## config.mk

```make
export PLATFORM = sky130hd
export DESIGN_NAME = avg_ram_wr_flat
export DESIGN_NICKNAME = d
export VERILOG_FILES = /design/src/rtl/avg_ram_wr_if.sv /design/src/rtl/avg_ram_wr.sv /design/src/flat_wrapper.sv
export SDC_FILE = /design/constraint.sdc
export NUM_CORES = 1
export LEC_CHECK = 0
export CAP_MARGIN = 15
export CORE_MARGIN = 1.5
export CORE_UTILIZATION = 30
export CTS_CLUSTER_DIAMETER = 150
export CTS_CLUSTER_SIZE = 12
export DETAILED_ROUTE_END_ITERATION = 8
export GPL_ROUTABILITY_DRIVEN = 0
export PLACE_DENSITY = 0.58
export SLEW_MARGIN = 5
export SYNTH_ARGS = -nofsm -noshare
export SYNTH_HDL_FRONTEND = slang
export SYNTH_SLANG_ARGS = --single-unit
```

## constraint.sdc

```tcl
create_clock -name clk_2 -period 2.7 [get_ports clk_2]
set_clock_uncertainty 0.1 [all_clocks]
set_input_delay 0.405 -clock clk_2 [delete_from_list [all_inputs] [get_ports clk_2]]
set_output_delay 0.405 -clock clk_2 [all_outputs]
set_load 0.01 [all_outputs]
```

## src/rtl/avg_ram_wr_if.sv

```systemverilog
// Bus between the clk_2 FIFO-read controller side and the averaging RAM writer.
// The master drives the read strobes and FIFO byte; the slave (avg_ram_wr)
// returns the RAM write port and status flags.
interface avg_ram_wr_if #(
  parameter int ADDR_W = 11
);
  logic              fifo_rd;
  logic              b1;
  logic              ram_wr;
  logic [7:0]        fifo_data;
  logic              ram_we;
  logic [ADDR_W-1:0] ram_addr;
  logic [7:0]        ram_din;
  logic              pass_done;
  logic              seq_err;

  modport master (
    output fifo_rd, b1, ram_wr, fifo_data,
    input  ram_we, ram_addr, ram_din, pass_done, seq_err
  );

  modport slave (
    input  fifo_rd, b1, ram_wr, fifo_data,
    output ram_we, ram_addr, ram_din, pass_done, seq_err
  );
endinterface

```

## src/rtl/avg_ram_wr.sv

```systemverilog
// Averaging RAM writer: sums each group of four FIFO bytes, writes sum/4 to
// the sample RAM at an auto-incrementing, wrapping address and pulses
// pass_done on the write to the last address. A private byte counter watches
// the controller's strobes and raises a sticky seq_err on protocol breaks.
module avg_ram_wr #(
  parameter int ADDR_W = 11,
  parameter int DEPTH  = 2048
) (
  input logic         clk_2,
  input logic         reset_n,
  avg_ram_wr_if.slave bus
);

  localparam logic [ADDR_W-1:0] LAST_ADDR = ADDR_W'(DEPTH - 1);

  logic [9:0]        acc;
  logic [1:0]        bcnt;
  logic [ADDR_W-1:0] wr_ptr;
  logic              ram_we_q;
  logic [ADDR_W-1:0] ram_addr_q;
  logic [7:0]        ram_din_q;
  logic              pass_done_q;
  logic              seq_err_q;

  logic [9:0]        sum;
  logic              write_now;
  logic              err_now;
  logic              at_last;

  // Group sum, write launch and protocol-violation detection for this cycle
  always_comb begin
    sum       = acc + {2'b00, bus.fifo_data};
    write_now = bus.fifo_rd && !bus.ram_wr;
    at_last   = (wr_ptr == LAST_ADDR);
    err_now   = 1'b0;
    if (!bus.ram_wr && !bus.fifo_rd)              err_now = 1'b1;
    if (!bus.ram_wr && bcnt != 2'd3)              err_now = 1'b1;
    if (bus.b1 && bus.fifo_rd && bcnt != 2'd0)    err_now = 1'b1;
    if (bus.b1 && !bus.ram_wr)                    err_now = 1'b1;
  end

  // Accumulate bytes, launch the averaged write on the fourth byte, and keep
  // the sticky error flag; write strobes fall back to zero when idle
  always_ff @(posedge clk_2 or negedge reset_n) begin
    if (!reset_n) begin
      acc         <= '0;
      bcnt        <= '0;
      wr_ptr      <= '0;
      ram_we_q    <= 1'b0;
      ram_addr_q  <= '0;
      ram_din_q   <= 8'h00;
      pass_done_q <= 1'b0;
      seq_err_q   <= 1'b0;
    end else begin
      ram_we_q    <= 1'b0;
      pass_done_q <= 1'b0;
      if (err_now) begin
        seq_err_q <= 1'b1;
      end
      if (write_now) begin
        ram_din_q   <= sum[9:2];
        ram_addr_q  <= wr_ptr;
        ram_we_q    <= 1'b1;
        pass_done_q <= at_last;
        bcnt        <= 2'd0;
        wr_ptr      <= at_last ? '0 : wr_ptr + ADDR_W'(1);
      end else if (bus.fifo_rd && bus.b1) begin
        acc  <= {2'b00, bus.fifo_data};
        bcnt <= 2'd1;
      end else if (bus.fifo_rd) begin
        acc  <= sum;
        bcnt <= bcnt + 2'd1;
      end
    end
  end

  assign bus.ram_we    = ram_we_q;
  assign bus.ram_addr  = ram_addr_q;
  assign bus.ram_din   = ram_din_q;
  assign bus.pass_done = pass_done_q;
  assign bus.seq_err   = seq_err_q;

endmodule

```

## src/flat_wrapper.sv

```systemverilog
// flat-port wrapper written by rule: the top's interface ports become plain ports
module avg_ram_wr_flat 
#(
  parameter int ADDR_W = 11,
  parameter int DEPTH  = 2048
)
  (clk_2, reset_n, bus_fifo_rd, bus_b1, bus_ram_wr, bus_fifo_data, bus_ram_we, bus_ram_addr, bus_ram_din, bus_pass_done, bus_seq_err);
  avg_ram_wr_if #(.ADDR_W(ADDR_W)) bus_i ();
  input logic clk_2;
  input logic reset_n;
  input wire logic [$bits(bus_i.fifo_rd)-1:0] bus_fifo_rd;
  input wire logic [$bits(bus_i.b1)-1:0] bus_b1;
  input wire logic [$bits(bus_i.ram_wr)-1:0] bus_ram_wr;
  input wire logic [$bits(bus_i.fifo_data)-1:0] bus_fifo_data;
  output wire logic [$bits(bus_i.ram_we)-1:0] bus_ram_we;
  output wire logic [$bits(bus_i.ram_addr)-1:0] bus_ram_addr;
  output wire logic [$bits(bus_i.ram_din)-1:0] bus_ram_din;
  output wire logic [$bits(bus_i.pass_done)-1:0] bus_pass_done;
  output wire logic [$bits(bus_i.seq_err)-1:0] bus_seq_err;
  assign bus_i.fifo_rd = bus_fifo_rd;
  assign bus_i.b1 = bus_b1;
  assign bus_i.ram_wr = bus_ram_wr;
  assign bus_i.fifo_data = bus_fifo_data;
  assign bus_ram_we = bus_i.ram_we;
  assign bus_ram_addr = bus_i.ram_addr;
  assign bus_ram_din = bus_i.ram_din;
  assign bus_pass_done = bus_i.pass_done;
  assign bus_seq_err = bus_i.seq_err;
  avg_ram_wr #(.ADDR_W(ADDR_W), .DEPTH(DEPTH)) u_core (.clk_2(clk_2), .reset_n(reset_n), .bus(bus_i));
endmodule
```

# Word level (Yosys, flattened, before mapping)

Index checks and enable logic that the tools add are counted.

Bitwise operators: 1
Reductions and logical operators: 12
Eq/ne operators: 2
Mux-type cells: 12
Add/subtract/negate cells: 3

Operators with widths:

| kind                  | number |
|---|---|
| $mux 10               | 2 |
| $add 11x1->11 const B | 1 |
| $eq 11x11->1 const B  | 1 |
| $mux 11               | 1 |
| $add 10x8->10         | 1 |
| $logic_and 1x1->1     | 6 |
| $mux 1                | 6 |
| $mux 2                | 3 |
| $reduce_bool 2->1     | 2 |
| $reduce_bool 3->1     | 1 |
| $add 2x1->2 const B   | 1 |
| $logic_not 1->1       | 2 |
| $ne 2x2->1 const B    | 1 |
| $reduce_and 2->1      | 1 |
| $not 1->1             | 1 |

Register bits: 45
Output and inout bits: 22
Logic and storage cells: 38

# Depth between registers and ports, before layout

Depth in word-level cells: 6
Gate-level depth with buffers: 8

# Least setup slack after synthesis

No wires, ideal clock.

Path kind: input port to flip-flop
Start point: in bus_fifo_data[0]
End point: reg u_core.acc[8]
Setup time: 69 ps
Stages on the path: 8
Arrival: 1896 ps
Slack: 635 ps
Data required time: 2531 ps
Cell sequence: ha_1 inv_1 fa_1 nor2b_4 o31a_1 o41ai_2 or4_1 nand3_1

Word-level cells in the longest chain between the ends: 3

Ends and longest elaborated chain:

| what                   | line               | RTL |
|---|---|---|
| start: declaration     | flat_wrapper.sv:14 | `input wire logic [$bits(bus_i.fifo_data)-1:0] bus_fifo_data;` |
| $add 10x8->10          | avg_ram_wr.sv:32   | `sum = acc + {2'b00, bus.fifo_data};` |
| $mux 10                | avg_ram_wr.sv:70   | `end else if (bus.fifo_rd) begin` |
| $mux 10                | avg_ram_wr.sv:67   | `end else if (bus.fifo_rd && bus.b1) begin` |
| end signal: assignment | avg_ram_wr.sv:68   | `acc <= {2'b00, bus.fifo_data};` |
| end signal: assignment | avg_ram_wr.sv:71   | `acc <= sum;` |
| end: declaration       | avg_ram_wr.sv:16   | `logic [9:0] acc;` |

No other way between the ends. The select of a mux whose other input is x is not followed.
A chain may end at the register's enable or synchronous reset.

# Final worst setup path

Ends and elaborated chain as after synthesis.

==> flow_summary.ini <==
[timing]
finalSetupViolCount = 0
fin_ws_ns = 0.320
finalCritPeriodShare = 0.881
timing.fmax_ghz = 0.420
finalSetupTns_ns = 0
rsz0062_at_grt = no
worstMarginPinSlew_ns = 0.695
post-route-min-period_ns = 2.38
slew_violations = 0
hold_slack_ns = 0.379
slew_headroom = 0.535
hold_viol = 0

[layout]
diodes = 0
drive_gt1_frac = 0.0853
fin_nets = 317
design_area_um2 = 2970
final_cells = 395
final_cell_mix = nand2_1 (58), dfrtp_1 (45), clkdlybuf4s50_1 (33)
mostFrequentLayoutCell = nand2_1
final_util = 0.387
syn_to_final_growth_pct = 25.2

[routing]
drt_first_pass_iters = 4
via_per_inst = 4.65
ant_nets = 0
vias = 1838
drc = 0
drt-total-wl_um = 4940
drt_iter0_drc = 95
wl_per_cell_um = 12.5

[worst_setup_path]
worstPathRequired_ns = 2.85
regToRegEndpoint = u_core.acc[8]
rr_worst_depth = 8
worstPathArrival_ns = 2.53
crit_fanout = 3
r2r_slack_ns = 0.55
crit_path_top_delay_cell = clkdlybuf4s50_1
slowest_delay_ns = 0.48
endpoint_kind = register
path_buf_inv = 2
crit_type = input port to register
crit_cells = 9
path_delay_family = adder cells
crit_path_start_kind = input port
startpoint = bus_fifo_data[0]
rr_startpoint = u_core.acc[0]
crit_path_cell_trace = clkdlybuf4s50_1 -> ha_1 -> inv_1 -> fa_1 -> nor2b_4 -> o31a_1 -> o41ai_2 -> or4_1 -> nand3_1
endpoint = u_core.acc[8]

[pwr]
vdd_drop_max_uv = 289
cellLeakagePower_nw = 1.34
p_per_area_nw_per_um2 = 771
power_mw = 2.29

[placed_design]
place_area_um2 = 2850
placed_cells = 386
io_buffers = 34
dp_slack_ns = 0.0147
dpl.hpwl_um = 3570

[logic_synthesis]
ys.flop_type = dfrtp_1
synthTopCellsByArea = dfrtp_1 (47%), nand2_1 (9.2%), ha_1 (5.8%)
ys_warn_count = 0
yosysSeqAreaShare = 0.474
async_reset_ff_frac = 1.00
synthCells = 253
synth-seq-cells = 45
ys_types = 48
synth-edff-count = 0
netlist.area_leader.share = 0.474
postSynthAreaPerCell_um2 = 9.39
synthesis.nets = 278
netlist_area_um2 = 2380
yosysTopAreaCell = dfrtp_1

[outcome]
status = finished clean

[floorplanning]
rows = 32
io_pins = 35
die-area_um2 = 8460
core_um2 = 7690
dieHeight_um = 92.0
initial_core_util = 0.309
die_x_um = 92.0

[grt]
antenna_found_initial = 0
overflow = 0
track_usage = 0.128
grt_pass1_vias = 1841
grt_pass1_wl_um = 8610
grt_max_degree = 29

[clock_network]
clockBufferDepth = 2
cts_buffers = 5
postCtsSetupRepairBufs = 0
cts.sinks = 45
clkTransAtPathRegs_ns = 0.09
cts_tree = done
clockRootBuffer = clkbuf_8
clk_latency_ns = 0.31
htreeDepth = 2

[worst_hold_path]
holdPathStages = 2
hp-class = register to register

[flow_run]
drv_cap = 0
-- cells by family after synthesis --
group,after synthesis,share of synthesized area
compound gates,52,0.141
xor+xnor,13,0.0479
fa+ha+maj,12,0.0664
buf+inv,21,0.0353
flops,45,0.474
mux,4,0.0174
simple gates,106,0.218
-- worst min path at each step --
stage | startpoint | to | slack, ns
after floorplan | reset_n | u_core.acc[0] | 0.009
after global placement | reset_n | u_core.bus.ram_we | 0.29
after detailed placement | reset_n | u_core.bus.ram_addr[3] | 0.30
after CTS | u_core.bus.ram_addr[9] | u_core.bus.ram_addr[9] | 0.39
after global routing | u_core.bus.seq_err | u_core.bus.seq_err | 0.40
final | u_core.bus.ram_addr[1] | u_core.bus.ram_addr[1] | 0.38
-- metal layers --
layer	global-route usage	routed length, um
met3	0.0249	205
met2	0.208	2290
met5	0	0
met4	0.0410	59
met1	0.170	2380
-- where the power goes --
group / internal (mW) / switching, mW / leakage [nW] / total (mW)
Clock: 0.278 / 0.251 / 0.0554 / 0.530
Combinational: 0.406 / 0.386 / 0.718 / 0.792
Sequential: 0.837 / 0.134 / 0.571 / 0.971
-- repair_timing --
item,in CTS,in global routing
hold buffers,1,0
resized for setup,0,0
hold endpoints to repair,17,0
-- flip-flops by register name (all words and copies together) (netlist names) --
signal	flops
u_core.bus.ram_we	1
u_core.bus.ram_addr	11
u_core.bus.ram_din	8
u_core.bcnt	2
u_core.bus.pass_done	1
u_core.acc	10
u_core.bus.seq_err	1
u_core.wr_ptr	11
-- Yosys cell counts (4+ instances only) --
| cell type | count |
|---|---|
| nand2_1 | 58 |
| dfrtp_1 | 45 |
| o21ai_0 | 19 |
| ha_1 | 11 |
| a21oi_1 | 10 |
| inv_1 | 10 |
| nor2_1 | 10 |
| nand3_1 | 8 |
| xor2_1 | 7 |
| clkbuf_1 | 6 |
| xnor2_1 | 6 |
| nand2b_1 | 5 |
| a211oi_1 | 4 |
| buf_2 | 4 |
| nand4_1 | 4 |
| nor3_1 | 4 |
-- cell type report --
cell class                 instances  area (um2)
clock buffer                       6        72.6
clock inverter                     2        38.8
inverter                          10        37.5
timing repair buffer              43         405
sequential                        45        1130
multi-input combinational        187        1170
tap                              102         128
fill                             804        4710
-- worst reg2reg max path: stages (launching register included) --
cell and delay [ns]:
dfrtp_1 0.36, ha_1 0.19, inv_1 0.06, fa_1 0.44
nor2b_4 0.14, o31a_1 0.20, o41ai_2 0.10, or4_1 0.41
nand3_1 0.08
Power figures use the tool's default switching activity.
